## src/rtl/clmul_unit.sv

```systemverilog
// Iterative carry-less multiplier (clmul/clmulh/clmulr), BITS_PER_CYCLE op2 bits per BUSY cycle.
// Define HARDISC_CLMUL_EARLY_EXIT_EN to finish as soon as the remaining op2 bits are all zero.
module clmul_unit #(
  parameter int BITS_PER_CYCLE = 4
) (
  input  logic        s_clk_i,
  input  logic        s_rst_i,
  input  logic        s_valid_i,
  output logic        s_ready_o,
  input  logic [1:0]  s_mode_i,
  input  logic [31:0] s_op1_i,
  input  logic [31:0] s_op2_i,
  input  logic        s_flush_i,
  output logic        s_valid_o,
  input  logic        s_ready_i,
  output logic [31:0] s_result_o
);

  localparam int N  = 32 / BITS_PER_CYCLE;
  localparam int CW = (N > 1) ? $clog2(N) : 1;

  typedef enum logic [1:0] {
    IDLE = 2'd0,
    BUSY = 2'd1,
    DONE = 2'd2
  } state_e;

  state_e        state_q, state_d;
  logic [63:0]   op1_q, op1_d;
  logic [31:0]   op2_q, op2_d;
  logic [1:0]    mode_q, mode_d;
  logic [63:0]   acc_q, acc_d;
  logic [CW-1:0] cnt_q, cnt_d;
  logic [31:0]   result_q, result_d;

  logic          accept;
  logic          last_chunk;
  logic [63:0]   acc_step;
  logic [31:0]   op2_rest;

  // op1 is kept pre-shifted by the chunk offset, so bit j of the chunk is absolute bit k.
  always_comb begin
    acc_step = acc_q;
    for (int j = 0; j < BITS_PER_CYCLE; j++) begin
      if (op2_q[j]) begin
        acc_step = acc_step ^ (op1_q << j);
      end
    end
  end

  assign op2_rest = 32'({32'b0, op2_q} >> BITS_PER_CYCLE);

`ifdef HARDISC_CLMUL_EARLY_EXIT_EN
  assign last_chunk = (cnt_q == CW'(N - 1)) || (op2_rest == 32'b0);
`else
  assign last_chunk = (cnt_q == CW'(N - 1));
`endif

  assign accept = s_valid_i & s_ready_o;

  function automatic logic [31:0] select_result(input logic [63:0] acc, input logic [1:0] mode);
    case (mode)
      2'b00:   select_result = acc[31:0];
      2'b01:   select_result = acc[63:32];
      2'b10:   select_result = acc[62:31];
      default: select_result = 32'b0;
    endcase
  endfunction

  always_ff @(posedge s_clk_i) begin
    if (s_rst_i) begin
      state_q <= IDLE;
    end else begin
      state_q <= state_d;
    end
  end

  always_comb begin
    state_d = state_q;
    case (state_q)
      IDLE:    if (accept) state_d = BUSY;
      BUSY:    if (last_chunk) state_d = DONE;
      DONE:    if (s_ready_i) state_d = IDLE;
      default: state_d = IDLE;
    endcase
    // A kill wins over both handshakes.
    if (s_flush_i) begin
      state_d = IDLE;
    end
  end

  always_comb begin
    s_ready_o  = (state_q == IDLE) & ~s_flush_i & ~s_rst_i;
    s_valid_o  = (state_q == DONE);
    s_result_o = result_q;
  end

  always_comb begin
    op1_d    = op1_q;
    op2_d    = op2_q;
    mode_d   = mode_q;
    acc_d    = acc_q;
    cnt_d    = cnt_q;
    result_d = result_q;
    if (accept) begin
      op1_d  = {32'b0, s_op1_i};
      op2_d  = s_op2_i;
      mode_d = s_mode_i;
      acc_d  = 64'b0;
      cnt_d  = '0;
    end else if ((state_q == BUSY) && !s_flush_i) begin
      acc_d = acc_step;
      op1_d = op1_q << BITS_PER_CYCLE;
      op2_d = op2_rest;
      if (last_chunk) begin
        result_d = select_result(acc_step, mode_q);
      end else begin
        cnt_d = cnt_q + CW'(1);
      end
    end
  end

  always_ff @(posedge s_clk_i) begin
    if (s_rst_i) begin
      op1_q    <= 64'b0;
      op2_q    <= 32'b0;
      mode_q   <= 2'b0;
      acc_q    <= 64'b0;
      cnt_q    <= '0;
      result_q <= 32'b0;
    end else begin
      op1_q    <= op1_d;
      op2_q    <= op2_d;
      mode_q   <= mode_d;
      acc_q    <= acc_d;
      cnt_q    <= cnt_d;
      result_q <= result_d;
    end
  end

endmodule

```

## config.mk

```make
export PLATFORM = sky130hd
export DESIGN_NAME = clmul_unit
export DESIGN_NICKNAME = d
export VERILOG_FILES = /design/src/rtl/clmul_unit.sv
export SDC_FILE = /design/constraint.sdc
export NUM_CORES = 1
export LEC_CHECK = 0
export CAP_MARGIN = 20
export CORE_MARGIN = 5
export CORE_UTILIZATION = 45
export DETAILED_ROUTE_END_ITERATION = 8
export PLACE_DENSITY = 0.63
export SETUP_SLACK_MARGIN = 0.4
export SLEW_MARGIN = 5
export SYNTH_ARGS = -nofsm -noshare
export SYNTH_HDL_FRONTEND = slang
export SYNTH_SLANG_ARGS = --single-unit
```

## constraint.sdc

```tcl
create_clock -name s_clk_i -period 3.6 [get_ports s_clk_i]
set_input_delay 0.54 -clock s_clk_i [delete_from_list [all_inputs] [get_ports s_clk_i]]
set_output_delay 0.54 -clock s_clk_i [all_outputs]
set_load 0.05 [all_outputs]
```

Word level (Yosys, flattened, before mapping)

Index checks and enable logic that the tools add are counted.

Register bits: 199
Bits of input ports: 71
Output and inout port bits: 34

Add/sub/neg operators: 1
Equal/unequal tests: 8
Mux-type cells: 13
Bitwise operators: 11
Reduce and logical (&&, ||, !) cells: 10

Operators by type and width:

| kind                                                  | number |
|---|---|
| two-way mux 64 bit                                    | 4 |
| XOR 64 bit                                            | 4 |
| two-way mux 32 bit                                    | 4 |
| one-hot mux 32 bit (3 select lines)                   | 1 |
| two-way mux 2 bit                                     | 3 |
| one-hot mux 2 bit (3 select lines)                    | 1 |
| AND reduction 3 bit                                   | 2 |
| == test 2 x 1 -> 1 bit, second input constant         | 2 |
| == test 2 bit, second input constant                  | 2 |
| zero test 2 bit                                       | 2 |
| inequality test 2 bit, second input constant          | 2 |
| inverter 1 bit                                        | 4 |
| OR reduction 2 bit                                    | 2 |
| adder 3 x 1 -> 3 bit, second input constant           | 1 |
| bitwise AND 1 bit                                     | 3 |
| == test 3 bit, second input constant                  | 1 |
| inequality test 2 x 1 -> 1 bit, second input constant | 1 |
| AND reduction 2 bit                                   | 1 |
| nonzero test 2 bit                                    | 1 |
| logical AND 1 bit                                     | 1 |
| zero test 1 bit                                       | 1 |

Depth between registers and ports, before layout

Gate-level depths: netlist (run 1).

Word-level depth: 9
Depth in mapped cells: 9

Least setup slack after synthesis (run 1)

OpenSTA, ideal clock, no wires.

Kind: input to register
From: input s_flush_i
To: register acc_q[52]
Library setup time: 117 ps
Arrival: 2,462 ps
Data required time: 3,483 ps
Slack: 1,021 ps
Stages: 7
Buffers on the path: 3
Cell sequence: nor4_2 -> nand2_1 -> nand2b_1 -> buf_2 -> buf_2 -> buf_2 -> nor2_1

Cells in the longest elaborated chain, start to end: 5
Elaborated cells between the ends (all ways): 7
Classes of those cells: 4 x bitwise; 3 x reduce/logical

RTL lines:

| what                                | line | text |
|---|---|---|
| from (decl)                         | 13   | `input logic s_flush_i,` |
| inverter 1 bit                      | 93   | `s_ready_o = (state_q == IDLE) & ~s_flush_i & ~s_rst_i;` |
| bitwise AND 1 bit (2 in a row)      | 93   |  |
| bitwise AND 1 bit                   | 59   | `assign accept = s_valid_i & s_ready_o;` |
| OR reduction 2 bit (no source line) | --   |  |
| to (signal assigned)                | 128  | `acc_q <= 64'b0;` |
| to (signal assigned)                | 135  | `acc_q <= acc_d;` |
| to (decl)                           | 32   | `logic [63:0] acc_q, acc_d;` |

Several ways; a longest one is shown, not always the timed one.
A chain may end at the register's enable or synchronous reset.

Worst setup path after layout (run 1)

From: input s_flush_i
To: output s_ready_o

Cells in the longest elaborated chain, start to end: 3

RTL lines:

| what                           | line | text |
|---|---|---|
| inverter 1 bit                 | 93   |  |
| bitwise AND 1 bit (2 in a row) | 93   |  |
| to (decl)                      | 9    | `output logic s_ready_o,` |

No other way between the ends.

==> impl_metrics.csv, run 1 <==
group,metric,value,unit
floorplanning,die_h,173,um
logic_synthesis,synth.most_common_cell,"nand2_1",
global_routing,overflow,0,
global_routing,track_usage,0.211,
routing,drt_iter0_drc,1033,
timing,worst_slack,0.711,ns
place,place_ws,0.697,ns
routing,dr_total_vias,10469,
routing,routed_wl,32500,um
clock_network,cts_resized,0,
run_status,status,"finished, final reports clean",
timing,max_freq,0.346,GHz
routing,post_drt_wl_per_cell,16.8,um
final_layout,drive_gt1_frac,0.0729,
logic_synthesis,ys_seq_area_frac,0.332,
timing,setup_viol_count_final,0,
critical_path,cp.required,3.06,ns
floorplanning,die_w,173,um
floorplanning,std_cell_rows,59,
logic_synthesis,synth_cell_types,62,
logic_synthesis,syn_inst,1543,
routing,dr.pass1.iters,5,
routing,antenna_left,0,
logic_synthesis,synth_top_area_frac,0.332,
place,hpwl,22200,um
clock_network,cts_buffer_depth,2,
logic_synthesis,synth_common_cells,"506 x nand2_1, 199 x dfxtp_1, 158 x xnor2_1",
timing,hold_slack,0.458,ns
global_routing,grt_first_pass_wirelength,52600,um
floorplanning,start_util,0.458,
hold_path,hold_path_class,"flop to flop",
timing,drv_slew,0,
place,place_congestion,0.844,
place,portBuffers,104,
clock_network,hold_buffers,0,
final_layout,fill_cells,2485,
critical_path,cp-start-kind,"primary input",
timing,hold_viol,0,
clock_network,htreeDepth,4,
logic_synthesis,synth_seq_cells,199,
logic_synthesis,ys_warn_count,0,
timing,fin_crit_sh,0.802,
logic_synthesis,synth.area.top_cells,"dfxtp_1 33%, nand2_1 16%, xnor2_1 12%",
place,postPlaceCellArea,0.0132,mm^2
pwr,p_leak,4.34,nW
logic_synthesis,synth_edf_count,0,
clock_network,cts_root_buffer,"clkbuf_16",
critical_path,worstPathMaxFanout,6,
clock_network,cts_setup_buffers,0,
pwr,p_per_area,341,mW/mm^2
timing,slew_headroom,0.447,
critical_path,crit_type,"primary input to output port",
routing,vias_per_cell,5.40,
routing,drc_errors,0,
timing,rsz0062_at_grt,"no",
pwr,finalPower,4.75,mW
pwr,ir_drop,0.000329,V
final_layout,final_cells,1939,
final_layout,syn2layout_area_growth,15.8,%
clock_network,clk_latency,0.45,ns
clock_network,cts_tree,"built",
global_routing,grt_max_degree,108,
final_layout,final_area,0.0139,mm^2
floorplanning,core-area,0.0262,mm^2
floorplanning,io_pins,105,
run,maxCapViolations,0,
final_layout,fin_util,0.531,
critical_path,end_kind,"output port",
clock_network,path_clk_slew,0.08,ns
final_layout,nets,1664,
timing,setup_tns,0,ns
logic_synthesis,syn_area_per_cell,7.79,um^2
clock_network,cts.sinks,199,
timing,fin_crit,2.89,ns
place,place_inst,1906,
logic_synthesis,ys.flop_type,"dfxtp_1",
critical_path,critical_path_arrival,2.35,ns
logic_synthesis,ys_async_sr_fraction,0,
final_layout,antenna_cells,0,
clock_network,numCtsBuffers,17,
floorplanning,dieArea,0.0301,mm^2
logic_synthesis,syn-cell-area,0.0120,mm^2
global_routing,antenna_found_initial,1,
timing,fin_skew,0.0149,ns
timing,worstMarginPinSlew,0.824,ns
logic_synthesis,syn-num-nets,1616,
logic_synthesis,yosysTopAreaCell,"dfxtp_1",
global_routing,grt_pass1_vias,9716,
[path summary, 6_finish.rpt]
check | startpoint | endpoint | slack, ns | depth (start not counted)
setup / recovery | s_flush_i | s_ready_o | 0.71 | 3
setup reg to reg | op2_q[1] | s_result_o[14] | 1.16 | 7
hold reg to reg | op2_q[8] | op2_q[8] | 0.46 | 2
hold / removal | op2_q[8] | op2_q[8] | 0.46 | 2
[flip-flops by register name (all words and copies together), names as in the netlist]
signal / cells
acc_q: 64
op1_q: 64
op2_q: 32
s_result_o: 32
cnt_q: 3
mode_q: 2
state_q: 2
[area by class of cell]
type	instances	area [um^2]	share of cell area
Multi-Input combinational cell	1236	7510	0.540
Sequential cell	199	3990	0.287
Timing Repair Buffer	134	1340	0.0964
Clock buffer	17	425	0.0306
Tap cell	335	419	0.0301
Clock inverter	15	214	0.0154
Inverter	3	11.3	0.000810
[per-layer routing]
metal  routed length, um  global-route usage
met4                 475              0.0479
met1               15200               0.304
met2               14800               0.326
met3                2080              0.0436
met5                  13                   0
[report_power, final]
group	switching [mW]	internal, mW
logic	0.213	0.162
clock network	1.05	1.03
registers	0.0655	2.23
total	1.32	3.42
[critical path, stage by stage]
cell	delay, ns
clkdlybuf4s50_1	0.53
nor4_2	0.39
clkdlybuf4s50_1	0.88
[cells by family after synthesis]
family / count (synthesis) / share of synthesized area
muxes: 19 / 0.0175
buffers and inverters: 108 / 0.0443
xor gates and xnor gates: 310 / 0.250
adders and majority gates: 2 / 0.00208
AOI/OAI and AO/OA: 247 / 0.138
DFF: 199 / 0.332
and+or+nand+nor: 658 / 0.216
[cell usage in the layout (no fill, tap or decap), types with 25 or more instances in the layout]
cell type and count:
a21oi_1 92, a22oi_1 30, a311oi_1 29, buf_4 25, clkdlybuf4s50_1 103, dfxtp_1 195, nand2_1 505, nor2_1 103
o21ai_0 29, xnor2_1 158, xor2_1 126
Power figures use the tool's default switching activity.
==> run 2, diff against run 1 <==
==> constraint.sdc (replaced) <==
create_clock -name s_clk_i -period 2.95 [get_ports s_clk_i]
set_input_delay 0.4425 -clock s_clk_i [delete_from_list [all_inputs] [get_ports s_clk_i]]
set_output_delay 0.4425 -clock s_clk_i [all_outputs]
set_load 0.05 [all_outputs]
==> impl_metrics.csv, run 2 (same netlist as run 1, synthesis figures left out) <==
group,metric,value,unit
critical_path,critical_path_depth,2,
critical_path,crit_type,"flop to output port",
floorplanning,std_cell_rows,59,
pwr,clock_power_share,0.427,
floorplanning,die_w,173,um
pwr,internal_power,4.10,mW
floorplanning,io_pins,105,
pwr,swShare,0.281,
floorplanning,die_h,173,um
critical_path,path_cells,"nor2b_1 -> clkdlybuf4s50_1",
hold_path,holdPathStages,2,
timing,slew_headroom,0.443,
critical_path,r2r_setup_slack,0.63,ns
place,place_inst,1903,
clock_network,cts_setup_buffers,0,
clock_network,cts_tree,"built",
final_layout,nets,1662,
final_layout,final_area,0.0139,mm^2
timing,fin_skew,0.0152,ns
timing,rsz0062_at_grt,"no",
critical_path,cp.required,2.51,ns
clock_network,hold_buffers,0,
pwr,p_leak,4.35,nW
timing,drv_slew,0,
clock_network,cts.sinks,199,
floorplanning,start_util,0.458,
critical_path,critPathSlowestCell,"clkdlybuf4s50_1",
critical_path,cp-start-kind,"flop",
place,place_ws,0.310,ns
routing,dr.pass1.iters,5,
global_routing,grt_max_degree,121,
hold_path,hold_path_class,"flop to flop",
routing,drc_errors,0,
place,hpwl,21800,um
timing,worstMarginPinSlew,0.830,ns
critical_path,end_kind,"output port",
timing,fin_crit,2.41,ns
routing,vias_per_cell,5.40,
global_routing,grt_first_pass_wirelength,52300,um
global_routing,antenna_found_initial,1,
critical_path,cp_slowest_stage_delay,0.83,ns
floorplanning,dieArea,0.0301,mm^2
run,maxCapViolations,0,
final_layout,final_common_cell,"nand2_1",
routing,drt_iter0_drc,889,
timing,setup_viol_count_final,0,
final_layout,layout_common_cells,"505 x nand2_1, 195 x dfxtp_1, 157 x xnor2_1",
pwr,p_per_area,409,mW/mm^2
final_layout,syn2layout_area_growth,15.9,%
final_layout,fill_cells,2490,
critical_path,cp_num_buf_inv,1,
critical_path,worstPathMaxFanout,6,
clock_network,path_clk_slew,0.08,ns
routing,dr_total_vias,10452,
critical_path,crit_path_start,"state_q[1]",
clock_network,htreeDepth,4,
global_routing,grt_pass1_vias,9609,
pwr,seq_power_share,0.488,
final_layout,final_cells,1937,
global_routing,track_usage,0.211,
timing,hold_viol,0,
global_routing,overflow,0,
final_layout,top_regs,"acc_q x64, op1_q x64",
place,portBuffers,104,
critical_path,rr_endpoint,"s_result_o[24]",
timing,worst_slack,0.543,ns
routing,antenna_left,0,
routing,post_drt_wl_per_cell,16.6,um
critical_path,r2r_start,"op2_q[2]",
timing,hold_slack,0.456,ns
place,postPlaceCellArea,0.0133,mm^2
clock_network,clk_latency,0.45,ns
clock_network,numCtsBuffers,17,
final_layout,drive_gt1_frac,0.0730,
pwr,ir_drop,0.000311,V
clock_network,cts_root_buffer,"clkbuf_16",
critical_path,crit_path_end,"s_valid_o",
run_status,status,"finished, final reports clean",
critical_path,critical_path_arrival,1.96,ns
critical_path,reg2reg_depth,7,
pwr,p_comb_frac,0.084,
floorplanning,core-area,0.0262,mm^2
place,place_congestion,0.838,
critical_path,critPathTopFamily,"buffers and inverters",
timing,max_freq,0.416,GHz
timing,fin_crit_sh,0.816,
clock_network,cts_buffer_depth,2,
pwr,p_sw,1.60,mW
routing,routed_wl,32200,um
timing,setup_tns,0,ns
final_layout,antenna_cells,0,
run 2: cell count changes in the layout (fill, tap and decap cells not counted), sizes merged:
cell,delta
clkinv,+3
inv,-2
buf,-1
bufinv,-1
clkdlybuf4s50,-1
run 2: layout make-up:
class	count	area, um^2	area share
repair buffers	132	1370	0.0981
clock buffers	17	425	0.0305
multi-input cells	1236	7520	0.540
well taps	335	419	0.0301
inverters	3	11.3	0.000808
flip-flops and latches	199	3990	0.286
clock inverters	15	200	0.0144
run 2: worst min path at each step:
stage,startpoint,endpoint,slack [ns]
after floorplan,op2_q[10],op2_q[10],0.44
after global placement,op2_q[7],op2_q[7],0.44
after detailed placement,op2_q[8],op2_q[8],0.45
after CTS,s_rst_i,s_result_o[31],0.45
after global routing,s_rst_i,s_result_o[31],0.48
final,op2_q[8],op2_q[8],0.46
run 2: worst min-delay path: cells and delay by family, from the launching register on:
kind,cells,cell delay [ns]
simple gates,1,0.05
compound gates,1,0.05
flops,1,0.32
run 2: power by group through the flow:
stage	clock (mW)	combinational, mW	sequential, mW
6_report	2.44	0.480	2.78
4_1_cts	2.49	0.479	2.78
3_5_place_dp	0	0.478	2.85
5_1_grt	2.61	0.519	2.79
3_3_place_gp	0	0.475	2.85
2_1_floorplan	0	0.290	2.82
run 2: stage by stage:
step	util	power [mW]
floorplan	-	3.11
global placement	0.506	3.32
detailed placement	0.506	3.32
CTS	0.530	5.75
global route	0.531	5.92
finish	0.531	5.70
run 2: what timing repair did:
action                                 CTS  global route
setup endpoints to repair                0             1
endpoints found under the hold margin    0             0
resized for setup                        0             1
run 2: per-layer routing:
metal / global-route usage / part of all wire / up-vias
met2: 0.321 / 0.45 / 324
met3: 0.0369 / 0.057 / 47
li1: - / - / 5136
met1: 0.308 / 0.48 / 4943
met5: 0 / 0.00040 / -
met4: 0.0565 / 0.019 / 2
==> run 3, diff against run 2 <==
==> constraint.sdc (replaced) <==
create_clock -name s_clk_i -period 2.4 [get_ports s_clk_i]
set_input_delay 0.36 -clock s_clk_i [delete_from_list [all_inputs] [get_ports s_clk_i]]
set_output_delay 0.36 -clock s_clk_i [all_outputs]
set_load 0.05 [all_outputs]
==> impl_metrics.csv, run 3 (same netlist as run 1, synthesis figures left out) <==
group,metric,value,unit
final_layout,fin_util,0.554,
critical_path,end_kind,"flop",
pwr,ir_drop,0.000454,V
clock_network,cts_buffer_depth,2,
critical_path,worstPathMaxFanout,9,
pwr,p_per_area,495,mW/mm^2
final_layout,drive_gt1_frac,0.105,
critical_path,cp.required,2.76,ns
floorplanning,core-area,0.0262,mm^2
floorplanning,die_h,173,um
routing,drt_iter0_drc,929,
clock_network,cts_root_buffer,"clkbuf_16",
critical_path,cp-start-kind,"flop",
critical_path,r2r_setup_slack,0.43,ns
critical_path,r2r_start,"op2_q[3]",
hold_path,hp-start,"s_rst_i",
timing,worst_slack,0.432,ns
place,place_congestion,0.866,
timing,max_freq,0.508,GHz
global_routing,grt_pass1_vias,10014,
clock_network,path_clk_slew,0.09,ns
hold_path,hold_path_class,"primary input to flop",
hold_path,holdPathStages,2,
final_layout,final_cells,1975,
floorplanning,std_cell_rows,59,
routing,dr.pass1.iters,5,
run_status,status,"finished, final reports clean",
place,place_inst,1927,
clock_network,numCtsBuffers,17,
run,maxCapViolations,0,
clock_network,clk_latency,0.45,ns
timing,drv_slew,0,
floorplanning,die_w,173,um
routing,post_drt_wl_per_cell,17.2,um
final_layout,nets,1700,
timing,worstMarginPinSlew,0.643,ns
timing,setup_tns,0,ns
global_routing,track_usage,0.215,
timing,setup_viol_count_final,0,
global_routing,grt_max_degree,99,
timing,fin_crit_sh,0.820,
routing,dr_total_vias,10682,
hold_path,worstHoldEndpoint,"state_q[1]",
floorplanning,dieArea,0.0301,mm^2
final_layout,layout_common_cells,"504 x nand2_1, 195 x dfxtp_1, 150 x xnor2_1",
timing,hold_viol,0,
global_routing,grt_first_pass_wirelength,53600,um
critical_path,reg2reg_depth,6,
final_layout,final_common_cell,"nand2_1",
critical_path,path_cells,"buf_12 -> nand2_1 -> xor2_1 -> xor3_1 -> or2_1 -> a31oi_1",
critical_path,rr_endpoint,"s_result_o[28]",
final_layout,top_regs,"acc_q x64, op1_q x64",
final_layout,syn2layout_area_growth,20.9,%
clock_network,cts_tree,"built",
place,hpwl,23000,um
place,portBuffers,104,
critical_path,cp_slowest_stage_delay,0.45,ns
clock_network,hold_buffers,0,
routing,drc_errors,0,
global_routing,antenna_found_initial,2,
timing,fin_skew,0.0158,ns
critical_path,critical_path_arrival,2.33,ns
floorplanning,io_pins,105,
clock_network,cts.sinks,199,
floorplanning,start_util,0.458,
routing,routed_wl,34000,um
timing,slew_headroom,0.571,
routing,vias_per_cell,5.41,
timing,fin_crit,1.97,ns
routing,antenna_left,0,
timing,rsz0062_at_grt,"yes",
critical_path,crit_type,"flop to flop",
critical_path,critPathSlowestCell,"dfxtp_4",
pwr,p_leak,4.96,nW
global_routing,overflow,0,
clock_network,htreeDepth,4,
place,place_ws,0.131,ns
final_layout,antenna_cells,0,
run 3: per-layer routing:
metal	global-route usage	share of wire	up-vias
met5	0	0.00038	-
li1	-	-	5211
met1	0.309	0.46	5073
met2	0.331	0.45	354
met4	0.0609	0.019	2
met3	0.0393	0.070	42
run 3: worst max-delay path, delay by kind of cell (launching register included):
family / cells / cell delay (ns)
xor+xnor: 2 / 0.71
compound gates: 1 / 0.20
flops: 1 / 0.45
buf+inv: 1 / 0.16
simple gates: 2 / 0.35
run 3: how the worst max path moves through the flow:
| stage | start | to | depth (start not counted) |
|---|---|---|---|
| final | op2_q[3] | s_result_o[28] | 6 |
| after global routing | op2_q[3] | s_result_o[13] | 8 |
| after CTS | state_q[1] | s_valid_o | 2 |
| after detailed placement | s_flush_i | s_result_o[18] | 7 |
| after global placement | s_flush_i | s_result_o[18] | 7 |
| after floorplan | s_rst_i | acc_q[63] | 6 |
run 3: stage by stage:
| step | instance area [um^2] | total power [mW] | hold slack, ns |
|---|---|---|---|
| after global placement | 13500 | 4.12 | 0.441 |
| after detailed placement | 13500 | 4.13 | 0.448 |
| after floorplan | 12000 | 3.82 | 0.436 |
| after global routing | 14500 | 7.42 | 0.195 |
| after CTS | 14200 | 7.19 | 0.188 |
| final | 14500 | 7.19 | 0.201 |
run 3: timing repair:
| action | 4_1_cts | 5_1_grt |
|---|---|---|
| pin swaps | 0 | 7 |
| endpoints found under the setup margin | 52 | 42 |
| gates cloned | 1 | 3 |
| resized for setup | 32 | 32 |
| setup buffers | 3 | 9 |
| hold endpoints to repair | 0 | 0 |
run 3: power by group:
group	internal, mW	switching (mW)
clock network	1.46	1.62
registers	3.35	0.0749
logic	0.309	0.370
run 3: final cells by class:
type	count	area [um^2]
Timing Repair Buffer	170	1820
Fill cell	2378	11700
Sequential cell	199	4000
Inverter	3	11.3
Multi-Input combinational cell	1236	7630
Tap cell	335	419
Clock buffer	17	425
Clock inverter	15	211
